`src/rtl/seq_detect_pkg.sv`:
```
// rtl/seq_detect_pkg.sv - shared helpers for the parametrised sequence-detector FSMs
package seq_detect_pkg;

  // Widest pattern the elaboration-time transition function accepts.
  localparam int MAX_LEN = 64;

  function automatic int state_width(input int len);
    return $clog2(len + 1);
  endfunction

  // KMP-style transition: longest pattern prefix that is a suffix of
  // (first k pattern bits, a). pattern[len-1] is the first bit received.
  function automatic int next_state(input int k, input logic a,
                                    input logic [MAX_LEN-1:0] pattern,
                                    input int len, input bit overlap);
    logic [MAX_LEN:0] w;
    int               n;
    int               res;
    bit               ok;
    if (k == len && !overlap)
      return (a == pattern[len-1]) ? 1 : 0;
    w = '0;
    for (int i = 0; i < k; i++)
      w[i] = pattern[len-1-i];
    w[k] = a;
    n    = k + 1;
    res  = 0;
    for (int j = 1; j <= n && j <= len; j++) begin
      ok = 1'b1;
      for (int i = 0; i < j; i++)
        if (w[n-j+i] != pattern[len-1-i]) ok = 1'b0;
      if (ok) res = j;
    end
    return res;
  endfunction

endpackage

```
`src/rtl/seq_next_state.sv`:
```
// rtl/seq_next_state.sv - combinational transition function (sp, a) -> next matched-bit count
module seq_next_state
  import seq_detect_pkg::*;
#(
  parameter int             LEN     = 4,
  parameter logic [LEN-1:0] PATTERN = 4'b1011,
  parameter bit             OVERLAP = 1'b1,
  parameter int             SW      = state_width(LEN)
) (
  input  logic [SW-1:0] sp,
  input  logic          a,
  output logic [SW-1:0] nxt
);

  localparam logic [MAX_LEN-1:0] PAT_EXT = MAX_LEN'(PATTERN);
  localparam logic [SW-1:0]      LAST    = SW'(LEN);

  logic [SW-1:0] tbl [0:LEN][0:1];

  // Every entry is a constant; the table folds away into plain logic.
  for (genvar k = 0; k <= LEN; k++) begin : g_k
    for (genvar b = 0; b < 2; b++) begin : g_a
      assign tbl[k][b] = SW'(next_state(k, 1'(b), PAT_EXT, LEN, OVERLAP));
    end
  end

  always_comb begin
    nxt = '0;
    if (sp <= LAST) nxt = tbl[sp][a];
  end

endmodule

```
`src/rtl/seq_detect_fsm.sv`:
```
// rtl/seq_detect_fsm.sv - Moore sequence detector with enable, sync clear and saturating match count
module seq_detect_fsm
  import seq_detect_pkg::*;
#(
  parameter int             LEN     = 4,
  parameter logic [LEN-1:0] PATTERN = 4'b1011,
  parameter bit             OVERLAP = 1'b1,
  parameter int             CNT_W   = 8,
  localparam int            SW      = state_width(LEN)
) (
  input  logic             clk,
  input  logic             reset,
  input  logic             A,
  input  logic             B,
  input  logic             clr,
  output logic             Q,
  output logic [SW-1:0]    SP,
  output logic [SW-1:0]    SF,
  output logic [CNT_W-1:0] count
);

  localparam logic [SW-1:0] FULL = SW'(LEN);

  logic [SW-1:0] delta;

  seq_next_state #(
    .LEN     (LEN),
    .PATTERN (PATTERN),
    .OVERLAP (OVERLAP),
    .SW      (SW)
  ) u_next (
    .sp  (SP),
    .a   (A),
    .nxt (delta)
  );

  always_comb begin
    SF = '0;
    if (clr || SP > FULL) SF = '0;
    else if (B)           SF = delta;
    else                  SF = SP;
  end

  // Q is registered alongside SP so it always equals (SP == LEN).
  always_ff @(posedge clk or negedge reset) begin
    if (!reset) begin
      SP    <= '0;
      Q     <= 1'b0;
      count <= '0;
    end else if (clr) begin
      SP    <= '0;
      Q     <= 1'b0;
      count <= '0;
    end else if (B) begin
      SP <= SF;
      Q  <= (SF == FULL);
      if (SF == FULL && count != '1) count <= count + 1'b1;
    end
  end

endmodule
```
`config.mk`:
```
export PLATFORM = sky130hd
export DESIGN_NAME = seq_detect_fsm
export DESIGN_NICKNAME = d
export VERILOG_FILES = /design/src/rtl/seq_detect_pkg.sv /design/src/rtl/seq_next_state.sv /design/src/rtl/seq_detect_fsm.sv
export SDC_FILE = /design/constraint.sdc
export NUM_CORES = 1
export LEC_CHECK = 0
export BUFFER_PORTS_ARGS = -buffer_cell sky130_fd_sc_hd__clkbuf_2
export CORE_MARGIN = 3
export CORE_UTILIZATION = 48
export DETAILED_ROUTE_END_ITERATION = 12
export GPL_TIMING_DRIVEN = 0
export PLACE_DENSITY = 0.81
export SKIP_LAST_GASP = 1
export SLEW_MARGIN = 20
export SYNTH_ARGS = -nofsm -noshare
export SYNTH_HDL_FRONTEND = slang
export SYNTH_SLANG_ARGS = --single-unit
export TNS_END_PERCENT = 5
```
`constraint.sdc`:
```
create_clock -name clk -period 4.3 [get_ports clk]
set_input_delay 0 -clock clk [delete_from_list [all_inputs] [get_ports clk]]
set_output_delay 0 -clock clk [all_outputs]
set_load 0.01 [all_outputs]
```
==> flow_summary.yaml <==
status:
  status: "completed"
clock_network:
  cts_num_sinks: 12
  cts_buffer_depth: 2
  cts_tree: "done"
  cts_resized: 0
  cts_setup_buffers: 0
  postCtsHoldBufs: 1
  clkTransAtPathRegs_ns: 0.07
  clock_latency_ns: 0.26
  clockRootBuffer: "clkbuf_4"
  numCtsBuffers: 3
  h-tree-depth: 1
hold_path:
  hold_path.startpoint: "A"
  min_path_cells: 3
  min_to: "SP[0]"
  hp-class: "in -> reg"
critical_path:
  cp-end-kind: "register"
  reg2reg_from: "count[0]"
  worst_ep_required_time_ns: 4.49
  crit_path_top_delay_cell: "nor4_1"
  crit_path_start_kind: "register"
  crit_arrival_ns: 2.15
  worstReg2RegEnd: "count[1]"
  critPathKind: "reg -> reg"
  max_stage_delay_ns: 0.81
  reg2reg_slack_ns: 2.34
  worstPathMaxFanout: 8
  cp_cell_sequence: "ha_1 > inv_1 > nor4_1 > o21ai_0 > a21oi_1"
  r2r_cells: 5
synth:
  yosys-top-cells-area: "dfrtp_1, a21oi_1, nand2_1, nand3b_1, nor2_1"
  yosysUniqueCellTypes: 32
  synth_most_common_cell: "dfrtp_1"
  synth_area_sq_um: 776
  synth_edf_count: 0
  synthCells: 90
  synth_ff_type: "dfrtp_1"
  yosys-top-cells-count: "dfrtp_1, a21oi_1, nand2_1, nor2_1, nand3b_1"
  async_flop_share_pct: 100
  ys_ff_latch: 12
  synth_top_area_share_pct: 38.7
  ys_seq_area_share_pct: 38.7
  postSynthNetCount: 96
  synth_top_area_cell: "dfrtp_1"
  yosysWarnings: 0
  avgSynthCellArea_sq_um: 8.62
sta:
  finalSetupViolCount: 0
  min_period_over_period_pct: 45.6
  worst_pin_slew_ns: 0.920
  worst_slack_ns: 2.34
  min_period_ns: 1.96
  timing.setup.tns_ns: 0
  max_freq_mhz: 510
  clock_skew_ns: 0.00238
  hold_viol: 0
  max_slew_margin_pct: 38.1
  rsz0062_at_grt: "no"
  slew_violations: 0
placed_design:
  port_buffers: 17
  dpl.hpwl_mm: 1.24
  dp.cells: 122
  gp_congestion: 0.765
  dp_slack_ns: 2.35
  post_dp_cell_area_sq_um: 880
route:
  route.detailed.drc: 0
  drt_wl_total_mm: 1.68
  num_vias: 759
  via_per_inst: 6.02
  antenna_left: 0
  drtIter0Drc: 12
  wire_per_inst_um: 13.3
  detail_route.first_pass.iterations: 4
global_route:
  grt_max_degree: 13
  grt_pass1_vias: 665
  grt_util_all_layers_pct: 18.2
  overflow: 0
  antenna_found_initial: 0
  grt_pass1_wl_mm: 2.84
flow_run:
  drv_cap: 0
die:
  dieWidth_um: 46.2
  core_area_sq_um: 1400
  ios: 20
  std_cell_rows: 13
  initial_core_util_pct: 55.5
  die-area_sq_um: 2130
  die_h_um: 46.2
finish:
  finalInstanceArea_sq_um: 912
  nets: 119
  area_delta_synth_final_pct: 17.6
  antenna_cells: 0
  final_cells: 126
  drive_gt1_share_pct: 23.4
pwr:
  leakage_nw: 0.397
  power.total_mw: 0.204
  power_density_nw_per_um2: 224
  ir_drop_mv: 0.195
power by group:
part | total (mW) | switching, mW | internal, mW
clock network | 0.0656 | 0.0332 | 0.0323
logic | 0.0237 | 0.0142 | 0.00953
registers | 0.115 | 0.00114 | 0.114
stage by stage:
| stage | hold slack (ns) | utilization, % |
|---|---|---|
| after global placement | -0.100 | 62.9 |
| after CTS | 0.126 | 65.2 |
| final | 0.122 | 65.2 |
| after global routing | 0.155 | 65.2 |
| after floorplan | -0.296 | - |
| after detailed placement | -0.0963 | 62.9 |
worst max-delay path, delay by kind of cell (launching register included):
| kind | cells | cell delay [ns] |
|---|---|---|
| AOI/OAI and AO/OA | 2 | 0.34 |
| adders and majority gates | 1 | 0.18 |
| buffers and inverters | 1 | 0.08 |
| DFF | 1 | 0.47 |
| and+or+nand+nor | 1 | 0.81 |
how the worst max path moves through the flow:
| stage | slack [ns] | startpoint | end |
|---|---|---|---|
| detailed placement | 2.35 | count[0] | count[5] |
| floorplan | 2.56 | SP[2] | count[4] |
| global placement | 2.42 | count[0] | count[5] |
| global route | 2.09 | count[0] | count[1] |
| finish | 2.34 | count[0] | count[1] |
| CTS | 2.34 | count[0] | count[3] |
logic make-up (layout without fill, tap and decap cells):
logic type / Yosys count / count (layout) / share of synthesized area [%]
muxes: 2 / 2 / 2.90
adders and majority gates: 1 / 1 / 1.61
DFF: 12 / 12 / 38.7
AOI/OAI and AO/OA: 21 / 21 / 16.1
buffers and inverters: 8 / 29 / 5.48
and+or+nand+nor: 46 / 46 / 35.2
final cells by class:
type | count | area (sq um)
Buffer | 6 | 35.0
Tap cell | 15 | 18.8
Timing Repair Buffer | 18 | 95.1
Sequential cell | 12 | 300
Multi-Input combinational cell | 70 | 433
Clock buffer | 3 | 22.5
Inverter | 2 | 7.51
Fill cell | 122 | 487
sequential cells by signal (all words and copies together), names as in the netlist:
name,flops
Q,1
SP,3
count,8
layout by cell type (no fill, tap or decap), drive strengths merged:
cell type,count
nor3,2
nand2b,3
clkbuf,23
nand3b,4
inv,2
or4bb,1
ha,1
and4,1
or3,2
nand2,8
a31oi,2
buf,3
nand4bb,1
o31ai,3
a311oi,2
and4b,1
and3b,1
a211oi,1
nor4,3
nand3,3
a21oi,11
o21ai,2
or2b,1
or4,3
nor2b,2
mux2,2
dfrtp,12
dlygate4sd3,1
or3b,1
and3,1
nor2,8
routing by layer:
layer  vias up  part of all wire (%)  GRT usage, %
li1        378                     -             -
met1       355                    46          24.5
met2        26                    47          28.8
met3         0                   6.7          5.86
met4         0                     0          2.84
met5         -                     0             0
No activity file was read; power rests on OpenSTA's default activity.
